<file path="src/rtl/axis_sdp_fifo_ctrl.sv">
// axis_sdp_fifo_ctrl: AXI-Stream FIFO controller around an external simple dual-port RAM
// with a registered read port, plus a 2-entry output queue that absorbs the read latency.
module axis_sdp_fifo_ctrl #(
    parameter int DATA_W = 32,
    parameter int DEPTH  = 64
) (
    input  logic                       clk,
    input  logic                       rst_n,
    input  logic                       clear,
    input  logic [DATA_W-1:0]          s_axis_tdata,
    input  logic                       s_axis_tlast,
    input  logic                       s_axis_tvalid,
    output logic                       s_axis_tready,
    output logic [DATA_W-1:0]          m_axis_tdata,
    output logic                       m_axis_tlast,
    output logic                       m_axis_tvalid,
    input  logic                       m_axis_tready,
    output logic                       ram_ena,
    output logic                       ram_wea,
    output logic [$clog2(DEPTH)-1:0]   ram_addra,
    output logic [DATA_W:0]            ram_dia,
    output logic                       ram_enb,
    output logic [$clog2(DEPTH)-1:0]   ram_addrb,
    input  logic [DATA_W:0]            ram_dob,
    output logic [$clog2(DEPTH)+1:0]   count
);
    localparam int AW = $clog2(DEPTH);
    localparam int PW = AW + 1;
    localparam int CW = AW + 2;

    logic [PW-1:0]   wr_ptr, rd_ptr, wr_ptr_n, rd_ptr_n, level, level_n;
    logic [1:0]      out_cnt, out_cnt_n;
    logic [2:0]      occ;
    logic [DATA_W:0] head, tail;
    logic [CW-1:0]   count_r;
    logic            pend, ready_r, wr, rd, pop, push, push_head;

    always_comb begin
        pop       = m_axis_tvalid & m_axis_tready;
        wr        = s_axis_tvalid & ready_r & ~clear;
        level     = wr_ptr - rd_ptr;
        // queue slots already claimed once this cycle's pop is accounted for
        occ       = 3'(out_cnt) + 3'(pend) - 3'(pop);
        rd        = (level != '0) & ~clear & (occ < 3'd2);
        push      = pend & ~clear;
        push_head = (out_cnt == 2'd0) | ((out_cnt == 2'd1) & pop);
        wr_ptr_n  = clear ? '0 : wr_ptr + PW'(wr);
        rd_ptr_n  = clear ? '0 : rd_ptr + PW'(rd);
        out_cnt_n = clear ? '0 : out_cnt - 2'(pop) + 2'(push);
        level_n   = wr_ptr_n - rd_ptr_n;
    end

    assign s_axis_tready = ready_r;
    assign m_axis_tvalid = out_cnt != 2'd0;
    assign {m_axis_tlast, m_axis_tdata} = head;
    assign ram_ena   = wr;
    assign ram_wea   = wr;
    assign ram_addra = wr_ptr[AW-1:0];
    assign ram_dia   = wr ? {s_axis_tlast, s_axis_tdata} : '0;
    assign ram_enb   = rd;
    assign ram_addrb = rd_ptr[AW-1:0];
    assign count     = count_r;

    always_ff @(posedge clk or negedge rst_n) begin
        if (!rst_n) begin
            wr_ptr  <= '0;
            rd_ptr  <= '0;
            pend    <= 1'b0;
            out_cnt <= '0;
            ready_r <= 1'b0;
            count_r <= '0;
            head    <= '0;
            tail    <= '0;
        end else begin
            wr_ptr  <= wr_ptr_n;
            rd_ptr  <= rd_ptr_n;
            pend    <= rd;
            out_cnt <= out_cnt_n;
            ready_r <= level_n < PW'(DEPTH);
            count_r <= CW'(level_n) + CW'(rd) + CW'(out_cnt_n);
            if (!clear) begin
                if (pop) head <= tail;
                if (push && push_head) head <= ram_dob;
                if (push && !push_head) tail <= ram_dob;
            end
        end
    end
endmodule
</file>
<file path="config.mk">
export PLATFORM = sky130hd
export DESIGN_NAME = axis_sdp_fifo_ctrl
export DESIGN_NICKNAME = d
export VERILOG_FILES = /design/src/rtl/axis_sdp_fifo_ctrl.sv
export SDC_FILE = /design/constraint.sdc
export NUM_CORES = 1
export LEC_CHECK = 0
export ABC_AREA = 1
export CAP_MARGIN = 20
export CORE_MARGIN = 4
export CORE_UTILIZATION = 43
export DETAILED_ROUTE_END_ITERATION = 16
export PLACE_DENSITY = 0.87
export SLEW_MARGIN = 20
export SYNTH_ARGS = -nofsm -noshare
export SYNTH_HDL_FRONTEND = slang
export SYNTH_SLANG_ARGS = --single-unit
</file>
<file path="constraint.sdc">
create_clock -name clk -period 3.65 [get_ports clk]
set_input_delay 0.9125 -clock clk [delete_from_list [all_inputs] [get_ports clk]]
set_output_delay 0.9125 -clock clk [all_outputs]
set_load 0.01 [all_outputs]
</file>
==> results.cfg <==
[clocking]
clk_pin_slew_ns = 0.07
clock_path_buffers = 2
clock_latency_ns = 0.34
clockRootBuffer = clkbuf_16
cts_tree = built
cts_buffers = 9
cts.htree.levels = 3
cts_sinks = 92
hold_buffers = 0

[grt]
grt_pass1_vias = 4638
gr-usage-all-layers = 0.205
grt_pass1_wl_microns = 22300
grt_start_max_net_pins = 84
antenna_found_initial = 0
grt-ovfl-total = 0

[timing]
finalHoldViolations = 0
maxSlewViolCount = 0
setup_ws_ns = -0.413
fmax_mhz = 246
min_period_over_period = 1.11
rsz0062_at_grt = yes
skew_ns = 0.00887
worst_slew_pin_slew_ns = 0.796
max_slew_margin = 0.470
setup_violations = 8
tns_ns = -2.28
fin_crit_ns = 4.06

[critical_path]
rr_startpoint = out_cnt[0]
cp-startpoint = m_axis_tready
arrival_ns = 4.34
critPathCaptureType = flip-flop
crit_fanout = 2
worst_setup_path_start_kind = input port
crit_required_ns = 3.93
worst-setup-path-type = in2reg

[logic_synthesis]
synth_top_area_frac = 0.450
synth_area_sq_um = 5110
synth_mux_area_frac = 0.0661
ys_types = 37
ys.flop_type = dfrtp_1
synth_seq_cells = 92
postSynthAreaPerCell_sq_um = 8.67
yosys.area_share.adder = 0.0646
synth_edf_count = 0
synth_compound_area_frac = 0.100
synth_xor_area_frac = 0.0137
synthArstFlopShare = 1.00
synth_top_family_by_area = simple AND/OR/NAND/NOR gates
ys_warn_count = 0
syn_inst = 590
synthesis.nets = 685
synth-seq-area-share = 0.450
synthSimpleGateAreaFrac = 0.188
synth_top_area_cell = dfrtp_1
synthTopCellsByArea = dfrtp_1, nor2_1, mux2_2, inv_1, o21ai_1

[floorplanning]
ioPinCount = 162
core-area_sq_um = 11500
num_rows = 39
die_w_microns = 117
die_area_sq_um = 13700
fp.dieH_microns = 117
initial_core_util = 0.444

[drt]
drt-initial-drc-count = 376
drc = 0
ant_nets = 0
dr.pass1.iters = 5
finalWirelength_microns = 14600
via_per_inst = 5.03
dr_total_vias = 4669
routedWlPerCell_microns = 15.7

[power]
clkPwrFrac = 0.202
p_comb_frac = 0.451
powerDensity_nw_per_um2 = 604
switching_share = 0.354
p_seq_frac = 0.348
p_int_mw = 2.98
vdd_ir_drop_max_mv = 0.428
p_leak_nw = 3.64
p_sw_mw = 1.63

[placement]
gp_congestion = 0.854
portBuffers = 161
dp_cells = 902
pre_cts_slack_ns = -1.24
dpl.hpwl_microns = 9950
placed_area_sq_um = 7070

[cells_and_area]
drive_gt1_frac = 0.209
instances_no_fill = 929
insertedDiodeCount = 0
nets = 876
area_growth_pct = 49.3
postLayoutCellArea_sq_um = 7630

[outcome]
status = finished with violations
violations = negative setup slack

[hold_path]
hp-start = tail[1]
hold_path.class = reg2reg

[job]
cap_viol_max_count = 0
## cell families after synthesis
kind of cell | Yosys count
adder cells (fa/ha/maj) | 24
AO/OA/AOI/OAI | 96
multiplexers | 30
buffers and inverters | 125
XOR/XNOR | 8
flip-flops | 92
AND/OR/NAND/NOR | 215
## worst max-delay path, cell delays in order
cell,delay (ns)
buf_8,0.09
inv_8,0.03
nor2_4,0.11
ha_4,0.22
nor2_4,0.09
fa_2,0.48
nor3_2,0.16
nand2_1,0.13
nor2_4,0.14
ha_4,0.22
inv_4,0.05
nor2_4,0.04
ha_4,0.18
fa_1,0.58
inv_2,0.06
ha_4,0.26
a21oi_2,0.04
nor2_1,0.13
nor3b_2,0.23
nand2_1,0.08
nor2_1,0.10
## per-layer routing
metal | GRT usage | part of all wire
met1 | 0.248 | 0.40
met2 | 0.367 | 0.52
met3 | 0.0283 | 0.048
met4 | 0.0856 | 0.033
met5 | 0 | 0
## cell usage after synthesis (all sizes together) (2+ instances only)
| master | n |
|---|---|
| inv | 88 |
| o21bai | 3 |
| dfrtp | 92 |
| xor2 | 6 |
| nor3 | 2 |
| o21ai | 74 |
| nand4 | 3 |
| nor2 | 97 |
| buf | 36 |
| fa | 4 |
| nand3b | 2 |
| xnor2 | 2 |
| nand3 | 53 |
| nand2 | 56 |
| ha | 20 |
| mux2 | 30 |
| a21oi | 15 |
## metrics by stage
stage	util	hold WS [ns]	power, mW
CTS	0.650	0.495	4.51
floorplan	-	0.448	2.61
global placement	0.614	0.464	3.43
finish	0.663	0.499	4.61
detailed placement	0.614	0.477	3.52
global route	0.663	0.516	4.89
## cell usage in the layout, fill, tap and decap left out, drive strengths merged
cell type,Yosys,routed
clkdlybuf4s50,0,158
nor2,97,97
dfrtp,92,92
inv,88,91
o21ai,74,74
buf,36,59
nand2,56,56
nand3,53,53
mux2,30,30
ha,20,20
a21oi,15,15
clkbuf,1,9
xor2,6,6
fa,4,4
o21bai,3,3
nand4,3,3
clkinv,0,3
nor3,2,2
nand3b,2,2
xnor2,2,2
o21a,1,1
and2,1,1
o22ai,1,1
a211oi,1,1
o211ai,1,1
nor3b,1,1
clkinvlp,0,1
## state kept, by name (all words and copies together) (netlist names)
name / count
wr_ptr: 7
pend: 1
out_cnt: 2
s_axis_tready: 1
head: 33
tail: 33
rd_ptr: 7
count: 8
## layout make-up
type | instances | area, sq um
Clock inverter | 7 | 68.8
Inverter | 88 | 340
Sequential cell | 92 | 2300
Multi-Input combinational cell | 373 | 2470
Timing Repair Buffer | 217 | 2050
Fill cell | 864 | 3880
Tap cell | 143 | 179
Clock buffer | 9 | 225
## final timing paths
kind | endpoint | slack [ns] | cells after the start
worst min-delay path | tail[1] | 0.50 | 2
worst max-delay path | count[7] | -0.41 | 21
max in group asynchronous | wr_ptr[0] | 2.45 | 2
worst max register to register | count[7] | -0.30 | 20
min in group asynchronous | rd_ptr[6] | 0.58 | 1
worst min register to register | tail[1] | 0.50 | 2
## power by group through the flow
stage | Sequential, mW | Combinational [mW] | Clock (mW)
floorplan | 1.68 | 0.930 | 0
CTS | 1.60 | 1.97 | 0.942
detailed placement | 1.61 | 1.90 | 0
global route | 1.65 | 2.25 | 0.983
finish | 1.60 | 2.08 | 0.931
global placement | 1.59 | 1.83 | 0
## what timing repair did
action	in CTS	in global routing
endpoints found under the hold margin	0	0
endpoints found under the setup margin	10	13
gates resized for setup	26	28
setup buffers	9	5
pin swaps	28	32
Power figures use the tool's default switching activity.
